File: config.mk
export PLATFORM = sky130hd
export DESIGN_NAME = instr_fetch_unit
export DESIGN_NICKNAME = d
export VERILOG_FILES = /design/src/rtl/risc_pkg.sv /design/src/rtl/program_counter.sv /design/src/rtl/instr_fetch_unit.sv
export SDC_FILE = /design/constraint.sdc
export NUM_CORES = 1
export LEC_CHECK = 0
export CAP_MARGIN = 20
export CORE_ASPECT_RATIO = 1.1
export CORE_MARGIN = 1
export CORE_UTILIZATION = 41
export CTS_CLUSTER_SIZE = 10
export DETAILED_ROUTE_END_ITERATION = 12
export PLACE_DENSITY = 0.9
export REMOVE_ABC_BUFFERS = 1
export SETUP_SLACK_MARGIN = 0.1
export SLEW_MARGIN = 0
export SYNTH_ARGS = -nofsm -noshare
export SYNTH_HDL_FRONTEND = slang
export SYNTH_SLANG_ARGS = --single-unit
File: constraint.sdc
create_clock -name clk -period 2.3 [get_ports clk]
set_input_delay 0.345 -clock clk [delete_from_list [all_inputs] [get_ports clk]]
set_output_delay 0.345 -clock clk [all_outputs]
set_load 0.03 [all_outputs]
File: src/rtl/risc_pkg.sv
// Shared definitions for the fetch sequencer: phase codes, FSM states, width defaults.
// Latency: n/a (package).
// Backpressure: n/a (package).
package risc_pkg;

  localparam int DEFAULT_PC_W    = 8;
  localparam int DEFAULT_INSTR_W = 16;
  localparam int RETIRED_W       = 16;

  // Phase codes seen by the control unit
  localparam logic [1:0] PH_ADDR = 2'd0;
  localparam logic [1:0] PH_LOAD = 2'd1;
  localparam logic [1:0] PH_EXEC = 2'd2;
  localparam logic [1:0] PH_WB   = 2'd3;

  typedef enum logic [2:0] {
    ST_IDLE,
    ST_ADDR,
    ST_LOAD,
    ST_EXEC,
    ST_WB,
    ST_HALTED
  } fetch_state_t;

  // Retired-instruction counter step: sticks at all-ones instead of wrapping
  function automatic logic [RETIRED_W-1:0] sat_inc(input logic [RETIRED_W-1:0] v);
    return (v == {RETIRED_W{1'b1}}) ? v : v + RETIRED_W'(1);
  endfunction

endpackage

File: src/rtl/program_counter.sv
// Program counter register with branch load and sequential increment.
// Latency: new value visible one cycle after inc/load is sampled.
// Backpressure: none; inc/load act on every rising edge they are asserted.
//
// Ports: clk, rst (async, active-high), inc (pc+1, wrapping), load (pc=load_val,
//        wins over inc), load_val, pc (current value).
module program_counter #(
  parameter int              PC_W     = 8,
  parameter logic [PC_W-1:0] RESET_PC = '0
) (
  input  logic            clk,
  input  logic            rst,
  input  logic            inc,
  input  logic            load,
  input  logic [PC_W-1:0] load_val,
  output logic [PC_W-1:0] pc
);

  always_ff @(posedge clk or posedge rst) begin
    if (rst) begin
      pc <= RESET_PC;
    end else if (load) begin
      pc <= load_val;
    end else if (inc) begin
      // natural modulo-2^PC_W wrap
      pc <= pc + PC_W'(1);
    end
  end

endmodule

File: src/rtl/instr_fetch_unit.sv
// Fetch sequencer: steps ADDR/LOAD/EXEC/WB, owns the PC, loads the IR once per instruction.
// Latency: start at edge N -> ADDR in N+1, en_IR in N+2; one instruction per 4 cycles.
// Backpressure: none; halt_req/branch_en sampled only in WB, start only in IDLE/HALTED.
//
// Ports: clk, rst (async, active-high); start, halt_req, branch_en, branch_addr (control);
//        pm_addr/pm_data (synchronous program memory, 1-cycle read); I_fetch/en_IR (to IR);
//        phase, pc, running, halted, retired (status, all registered except pm_addr/I_fetch).
module instr_fetch_unit
  import risc_pkg::*;
#(
  parameter int              PC_W     = DEFAULT_PC_W,
  parameter int              INSTR_W  = DEFAULT_INSTR_W,
  parameter logic [PC_W-1:0] RESET_PC = '0
) (
  input  logic                 clk,
  input  logic                 rst,
  input  logic                 start,
  input  logic                 halt_req,
  input  logic                 branch_en,
  input  logic [PC_W-1:0]      branch_addr,
  output logic [PC_W-1:0]      pm_addr,
  input  logic [INSTR_W-1:0]   pm_data,
  output logic [INSTR_W-1:0]   I_fetch,
  output logic                 en_IR,
  output logic [1:0]           phase,
  output logic [PC_W-1:0]      pc,
  output logic                 running,
  output logic                 halted,
  output logic [RETIRED_W-1:0] retired
);

  fetch_state_t state;
  logic         pc_inc;
  logic         pc_load;

  // Increment at the end of LOAD, after the IR has taken the word at the old
  // address; a WB branch then overwrites that increment.
  assign pc_inc  = (state == ST_LOAD);
  assign pc_load = (state == ST_WB) && branch_en;

  program_counter #(
    .PC_W     (PC_W),
    .RESET_PC (RESET_PC)
  ) u_pc (
    .clk      (clk),
    .rst      (rst),
    .inc      (pc_inc),
    .load     (pc_load),
    .load_val (branch_addr),
    .pc       (pc)
  );

  assign pm_addr = pc;
  assign I_fetch = pm_data;

  // Outputs are registered alongside the state: each branch writes the values
  // that belong to the state being entered.
  always_ff @(posedge clk or posedge rst) begin
    if (rst) begin
      state   <= ST_IDLE;
      en_IR   <= 1'b0;
      phase   <= PH_ADDR;
      running <= 1'b0;
      halted  <= 1'b0;
      retired <= '0;
    end else begin
      case (state)
        ST_IDLE, ST_HALTED: begin
          if (start) begin
            state   <= ST_ADDR;
            phase   <= PH_ADDR;
            running <= 1'b1;
            halted  <= 1'b0;
          end
        end
        ST_ADDR: begin
          state <= ST_LOAD;
          phase <= PH_LOAD;
          en_IR <= 1'b1;
        end
        ST_LOAD: begin
          state <= ST_EXEC;
          phase <= PH_EXEC;
          en_IR <= 1'b0;
        end
        ST_EXEC: begin
          state <= ST_WB;
          phase <= PH_WB;
        end
        ST_WB: begin
          retired <= sat_inc(retired);
          phase   <= PH_ADDR;
          if (halt_req) begin
            state   <= ST_HALTED;
            running <= 1'b0;
            halted  <= 1'b1;
          end else begin
            state <= ST_ADDR;
          end
        end
        default: begin
          state   <= ST_IDLE;
          en_IR   <= 1'b0;
          phase   <= PH_ADDR;
          running <= 1'b0;
          halted  <= 1'b0;
        end
      endcase
    end
  end

endmodule

* Word-level counts from Yosys, hierarchy flattened
Cells that the tools add are included.
** Storage, ports and cells
- Bits in registers :: 32
- Bits of input ports :: 29
- Logic and storage cells :: 41
** Cells by class
- Mux-type cells :: 14
- Add/sub/neg operators :: 2
- Equal/unequal tests :: 8
- Reduce and logical (&&, ||, !) cells :: 8
- Bitwise operators :: 2
** Operator list (number)
- 16-bit by 1-bit adder with 16-bit output, second input constant :: 1
- 16-bit equality test, second input constant :: 1
- 8-bit two-way mux :: 2
- 3-bit case mux with 5 select lines :: 1
- 8-bit by 1-bit adder with 8-bit output, second input constant :: 1
- 2-bit case mux with 4 select lines :: 1
- 3-bit by 2-bit equality test with 1-bit output, second input constant :: 2
- 3-bit equality test, second input constant :: 2
- 3-bit two-way mux :: 2
- 1-bit case mux with 3 select lines :: 2
- 1-bit two-way mux :: 4
- 2-bit inequality test, second input constant :: 2
- 4-bit OR reduction :: 1
- 3-bit by 1-bit equality test with 1-bit output, second input constant :: 1
- 3-bit logical NOT :: 1
- 3-bit AND reduction :: 1
- 3-bit OR reduction :: 1
- 2-bit two-way mux :: 1
- 1-bit NOT :: 2
- 1-bit case mux with 2 select lines :: 1
- 2-bit AND reduction :: 1
- 2-bit nonzero test :: 1
- 2-bit OR reduction :: 1
- 1-bit logical AND :: 1

* Longest topological paths before layout
Gate-level depths: netlist of run 1.
- Word-level depth :: 4
- Gate-level depth with buffers :: 6
- Mapped depth without buffers :: 5

* By module
Synthesis of run 1 repeated with hierarchy kept, for this count alone.
** Unflattened totals
- Cells, all modules :: 194
- Area total of the unflattened synthesis :: 1859.3 µm²
** Modules (own cells, without submodules)
- instr_fetch_unit :: area an instance 1413.9 µm², cells each 144, sequential area each 600.6 µm², times used 1
- program_counter :: area an instance 445.4 µm², cells each 50, sequential area each 200.2 µm², times used 1

* Worst setup path before layout of run 1
Ideal clock, no wire load.
- Path type :: reg-to-reg
- Start point :: register retired[0]
- End point :: register retired[11]
- Data arrival time :: 1.568 ns
- Cell stages (with the launch flop) :: 6
- Path slack :: 0.594 ns
- Period minus slack after synthesis :: 1.706 ns
- Cells stage by stage :: dfrtp_1 > ha_1 > and2_1 > nor3b_1 > nor4_1 > xor2_1
** Between the ends
- Longest elaborated chain between the ends :: 3
** RTL lines
- from (decl) :: RTL line instr_fetch_unit.sv:29 : output logic [RETIRED_W-1:0] retired
- from (signal assigned) :: RTL line instr_fetch_unit.sv:91 : retired <= sat_inc(retired);
- branches (longest 3 deep; another with 16-bit by 1-bit adder with 16-bit output)
Several ways; the timed one is not identified.
A chain may end at the register's enable or synchronous reset.

* Worst setup path in the final report of run 1
- Start point :: register state[2]
- End point :: register retired[15]
** Between the ends
- Longest elaborated chain between the ends :: 2
** RTL lines
- from (decl) :: RTL line instr_fetch_unit.sv:32 : fetch_state_t state;
- from (signal assigned) :: RTL line instr_fetch_unit.sv:60 : state <= ST_IDLE;
- from (signal assigned) :: RTL line instr_fetch_unit.sv:70 : state <= ST_ADDR;
- from (signal assigned) :: RTL line instr_fetch_unit.sv:77 : state <= ST_LOAD;
- 3-bit equality test :: RTL line instr_fetch_unit.sv:67 : case (state)
- 2-bit AND reduction (no source line)
No other way between the ends.

==> impl_results.md, run 1 <==
* CTS H-tree depth at 2
* Top post-synthesis cells by area: dfrtp_1, buf_4, xor2_1, nand4_2, a21oi_1
* TritonCTS Sinks at 32
* R2R Path Start: state[2]$_DFFE_PP0P_
* Fillers at 376
* Final Max Tran Viols at 0
* Hold Path Class: in2async
* Root buffer cell: clkbuf_8
* First-pass GRT wire length at 6720 um
* Post-synthesis sequential area ratio at 0.432
* GRT Residual Overflow at 0
* WL/cell at 15.3 um
* Post-route core utilization at 0.542
* DIE AREA at 4800 um^2
* ANT nets after route at 0
* Port Buffer Count at 49
* Number of diodes at 0
* Synth-to-layout area growth at 26.2%
* Crit path max fanout at 14
* Initial DRC Count at 118
* Core footprint at 4320 um^2
* Die Y at 72.6 um
* Clk buf depth at 2
* Boundary pin count at 82
* Post-synth cell types at 40
* Clk slew on worst S/H paths at 0.07 ns
* Via count at 1,447
* Dpl ws at 0.544 ns
* Mapped Area at 1860 um^2
* Yosys reg bits at 32
* Fin Clk Skew at 0.00664 ns
* Final WL at 4090 um
* CTS resizes at 0
* Residual DRC at 0
* TritonCTS clock tree: done
* Dpl cell area at 2210 um^2
* CTS Buf Count at 5
* Final hold vios at 0
* Initial Util at 0.430
* Ys async rst share at 1.00
* RSZ-0062 raised after global routing: no
* Final instance area at 2340 um^2
* Worst hold slack at 0.468 ns
* Share of cells above drive strength 1 at 0.0939
* Main flop type after synthesis: dfrtp_1
* Antenna violations before repair at 0
* Worst Path Required at 2.49 ns
* Final worst path period need at 1.91 ns
* Avg Cell Area, Syn at 10.1 um^2
* Max-slew headroom at 0.628
* Worst IR drop on VDD at 0.581 mV
* Most frequent cell after synthesis: dfrtp_1
* # setup viols final at 0
* Tightest Pin Transition at 0.556 ns
* Synth Instances at 183
* Leak pwr at 1.03 nW
* Fmax achieved at 523 MHz
* First-pass DRT Iterations at 5
* Detailed-placement wirelength estimate at 2900 um
* Final period utilization at 0.831
* Reg2Reg Capture Point: retired[15]$_DFFE_PP0P_
* GP Congestion at 0.833
* Total chip power at 2.99 mW
* Nets at 243
* Setup slack, reg-to-reg at 0.39 ns
* Worst setup startpoint: state[2]$_DFFE_PP0P_
* Max_cap viols at 0
* Global Route Usage Sum at 0.187
* Post-synth EDFFs at 0
* Critical path arrival at 2.10 ns
* Run status: completed
* Post-synth top area share at 0.432
* DR vias/cell at 5.42
* Post-CTS Hold Fix Bufs at 0
* Startpoint Class: register
* Post-CTS Setup Bufs at 0
* Finished Layout Cells at 267
* Die X at 66.1 um
* Clk_lat worst skew at 0.28 ns
* Min setup slack post-route at 0.388 ns
* Vias in the first global route at 1,421
* Power Density at 1280 nW/um^2
* Yosys Warn Count at 0
* Crit end category: register
* DP Cell Count at 259
* Row count at 25
* Cell taking the most area after synthesis: dfrtp_1
* Largest net degree at the start of global routing at 33
* Commonest cells in the netlist: dfrtp_1, buf_4, xor2_1
* R2R cell count at 4
* Setup TNS Final at 0 ns
* Setup CP Type: reg2reg
## critical path: stages (launching register included)
cell	delay, ns
dfrtp_1	0.63
and4bb_1	0.29
nand4_2	0.19
nor4_1	0.47
xor2_1	0.25
## kinds of logic after synthesis
kind of cell,after synthesis,share of synthesized area
simple gates,62,0.218
buf+inv,38,0.131
flops,32,0.432
compound gates,25,0.0850
xor+xnor,19,0.0897
fa+ha+maj,4,0.0243
mux,3,0.0196
## worst max path at each step
stage	to	depth (start not counted)
2_1_floorplan	retired[11]$_DFFE_PP0P_	5
3_3_place_gp	u_pc.pc[7]$_DFFE_PP0P_	4
3_5_place_dp	u_pc.pc[6]$_DFFE_PP0P_	4
4_1_cts	retired[15]$_DFFE_PP0P_	4
5_1_grt	retired[15]$_DFFE_PP0P_	4
6_report	retired[15]$_DFFE_PP0P_	4
## cell usage in the layout (no fill, tap or decap), types with 4 or more instances in the layout
master | netlist | layout
nor3_1 | 6 | 6
nand2_1 | 12 | 12
nor2_1 | 11 | 11
dfrtp_1 | 32 | 32
nand4_2 | 4 | 4
clkdlybuf4s50_1 | 0 | 49
nand4_1 | 6 | 6
o21ai_0 | 6 | 6
clkbuf_8 | 0 | 7
xnor2_1 | 4 | 4
inv_1 | 10 | 10
a21oi_1 | 9 | 9
nand3_1 | 4 | 4
nor4_1 | 4 | 4
xor2_1 | 15 | 15
## metal layers
metal  global-route usage  vias up  routed length, um
li1                     -      677                  -
met1                0.219      678               1640
met2                0.280       80               1950
met3               0.0959       12                385
met4               0.0875        0                116
met5               0.0341        -                  0
## sequential cells by signal, summed over array words and instances, names as in the netlist
signal / flops
running: 1
u_pc.pc: 8
halted: 1
state: 3
en_IR: 1
retired: 16
phase: 2
## cell type report
type / count / area [um^2] / area share
Multi-Input combinational cell: 113 / 811 / 0.346
Sequential cell: 32 / 801 / 0.342
Timing Repair Buffer: 50 / 498 / 0.213
Clock buffer: 7 / 96.3 / 0.0412
Tap cell: 54 / 67.6 / 0.0289
Inverter: 10 / 37.5 / 0.0160
Clock inverter: 1 / 30.0 / 0.0128
## where the power goes
| part | leakage [nW] | internal, mW | switching [mW] |
|---|---|---|---|
| Combinational | 0.562 | 0.630 | 0.776 |
| Clock | 0.0645 | 0.382 | 0.202 |
| Sequential | 0.404 | 0.734 | 0.270 |
No activity file was read; power rests on OpenSTA's default activity.
==> run 2, diff against run 1 <==
clock period = 1.8 ns   (was 2.3 ns; I/O delays follow)
==> run 2 against run 1 <==
Against the previous run: register-to-register slack worse by 0.31 ns; routed wire length increased by 1.1%; global-route usage shrank 0.75 points; final cell count grew 1.1%; non-clock buffer count grew 3; via count down 0.41%; die area stayed put; final area is 2.0% higher.
==> impl_results.md, run 2 (synthesized netlist as in run 1, its figures left out) <==
* First-pass GRT wire length at 6340 um (was 6720 um)
* Antenna violations before repair at 0 (unchanged)
* Final hold vios at 0 (unchanged)
* Row count at 25 (unchanged)
* Max reg flops at 16 (unchanged)
* RSZ-0062 raised after global routing: yes (was no)
* Final period utilization at 0.957 (was 0.831)
* Boundary pin count at 82 (unchanged)
* Worst Path Required at 1.97 ns (was 2.49 ns)
* Max-slew headroom at 0.654 (was 0.628)
* Critical path arrival at 1.90 ns (was 2.10 ns)
* Worst IR drop on VDD at 0.599 mV (was 0.581 mV)
* Final instance area at 2390 um^2 (was 2340 um^2)
* First-pass DRT Iterations at 4 (was 5)
* CTS H-tree depth at 2 (unchanged)
* Nets at 246 (was 243)
* Synth-to-layout area growth at 28.7% (was 26.2%)
* Power Density at 1550 nW/um^2 (was 1280 nW/um^2)
* WL/cell at 15.3 um (about the same)
* Fmax achieved at 581 MHz (was 523 MHz)
* Commonest non-fill, non-tap cells in the layout: dfrtp_1, clkdlybuf4s50_1, xor2_1, dlygate4sd2_1, nand2_1 (was clkdlybuf4s50_1, dfrtp_1, xor2_1)
* Reg with most FFs: retired (unchanged)
* Initial Util at 0.430 (unchanged)
* TritonCTS clock tree: done (unchanged)
* TritonCTS Sinks at 32 (unchanged)
* Area occupied by multi-input gates at 841 um^2 (was 811 um^2)
* Die Y at 72.6 um (unchanged)
* GRT Residual Overflow at 0 (unchanged)
* Max_cap viols at 0 (unchanged)
* Startpoint Class: register (unchanged)
* Initial DRC Count at 76 (was 118)
* Setup TNS Final at 0 ns (unchanged)
* Fin Clk Skew at 0.00402 ns (was 0.00664 ns)
* Number of diodes at 0 (unchanged)
* Tightest Pin Transition at 0.514 ns (was 0.556 ns)
* Residual DRC at 0 (unchanged)
* DIE AREA at 4800 um^2 (unchanged)
* Worst hold slack at 0.369 ns (was 0.468 ns)
* Hold Path Class: in2async (unchanged)
* # setup viols final at 0 (unchanged)
* Final WL at 4140 um (was 4090 um)
* Die X at 66.1 um (unchanged)
* Vias in the first global route at 1,325 (was 1,421)
* Port Buffer Count at 49 (unchanged)
* CTS Buf Count at 5 (unchanged)
* Setup CP Type: reg2reg (unchanged)
* Register Area at 806 um^2 (was 801 um^2)
* Clk slew on worst S/H paths at 0.07 ns (about the same)
* Share of cells above drive strength 1 at 0.144 (was 0.0939)
* Via count at 1,441 (was 1,447)
* Largest net degree at the start of global routing at 33 (unchanged)
* Crit path max fanout at 6 (was 14)
* Clk_lat worst skew at 0.29 ns (was 0.28 ns)
* Biggest regs: retired (16), u_pc.pc (8), state (3) (unchanged)
* Detailed-placement wirelength estimate at 2970 um (was 2900 um)
* Fillers at 393 (was 376)
* ANT nets after route at 0 (unchanged)
* Root buffer cell: clkbuf_8 (unchanged)
* Run status: completed (unchanged)
* Clk buf depth at 2 (unchanged)
* Global Route Usage Sum at 0.180 (was 0.187)
* Crit end category: register (unchanged)
* GP Congestion at 0.842 (was 0.833)
* Core footprint at 4320 um^2 (unchanged)
* Dpl cell area at 2230 um^2 (was 2210 um^2)
* Most common cell after layout, fill and taps aside: dfrtp_1 (was clkdlybuf4s50_1)
* Final worst path period need at 1.72 ns (was 1.91 ns)
* Leak pwr at 1.21 nW (was 1.03 nW)
* Final Max Tran Viols at 0 (unchanged)
* DR vias/cell at 5.34 (was 5.42)
run 2: cell count changes in the layout (fill, tap and decap cells not counted), moves of 2 or more:
cell / change
buf_4: +3
clkbuf_8: -2
dlygate4sd2_1: +15
nor4_1: -2
dfrtp_2: +4
dlymetal6s2s_1: +9
dfrtp_1: -4
clkdlybuf4s50_1: -24
run 2: where the power goes:
part	total (mW)	switching, mW	internal (mW)
combinational	1.75	1.02	0.730
clock	0.687	0.278	0.409
sequential	1.27	0.323	0.948
total	3.71	1.62	2.09
run 2: metal layers:
layer  track usage  share of wire  routed length [um]  up-vias
met5        0.0341              0                   0        -
met4        0.0686          0.011                  46        0
met3        0.0943          0.096                 397        6
met2         0.285           0.49                2030       67
met1         0.202           0.40                1670      687
li1              -              -                   -      681
run 2: critical path: stages (launching register included):
cell     delay, ns
dfrtp_2       0.42
ha_2          0.22
nand3_1       0.14
nor4_4        0.30
buf_4         0.19
nor2_2        0.05
mux2_4        0.29
run 2: metrics by stage:
step                      power, mW  instances  setup slack (ns)   util
final                          3.71        270            0.0778  0.553
after global routing           3.93        270            0.0163  0.553
after CTS                      3.73        269             0.105  0.539
after detailed placement       3.11        261            0.0725  0.517
after global placement         3.05        261             0.137  0.517
after floorplan                2.35        155            0.0940      -
run 2: timing repair:
action	CTS	global route
setup endpoints to repair	16	19
hold buffers	0	0
pin swaps	0	1
buffers inserted	0	1
resized for setup	16	17
run 2: cell type report:
class / count / area share
Multi-Input combinational cell: 113 / 0.352
Clock buffer: 5 / 0.0288
Clock inverter: 3 / 0.0178
Timing Repair Buffer: 53 / 0.220
Sequential cell: 32 / 0.338
Tap cell: 54 / 0.0283
Inverter: 10 / 0.0157
run 2: worst paths after layout:
| check | startpoint | end | slack [ns] | depth (start not counted) |
|---|---|---|---|---|
| setup / recovery | retired[0]$_DFFE_PP0P_ | retired[1]$_DFFE_PP0P_ | 0.08 | 6 |
| hold / removal | rst | retired[10]$_DFFE_PP0P_ | 0.37 | 3 |
| setup reg to reg | retired[0]$_DFFE_PP0P_ | retired[1]$_DFFE_PP0P_ | 0.08 | 6 |
| hold reg to reg | retired[15]$_DFFE_PP0P_ | retired[15]$_DFFE_PP0P_ | 0.48 | 1 |
| max in group asynchronous | rst | retired[1]$_DFFE_PP0P_ | 1.11 | 3 |
| min in group clk | retired[15]$_DFFE_PP0P_ | retired[15]$_DFFE_PP0P_ | 0.48 | 1 |
==> run 3, diff against run 2 <==
CTS_CLUSTER_DIAMETER = 100   (was unset)
==> results of run 3 <==
The final DEF is identical to that of run 2; final timing and power are the same.
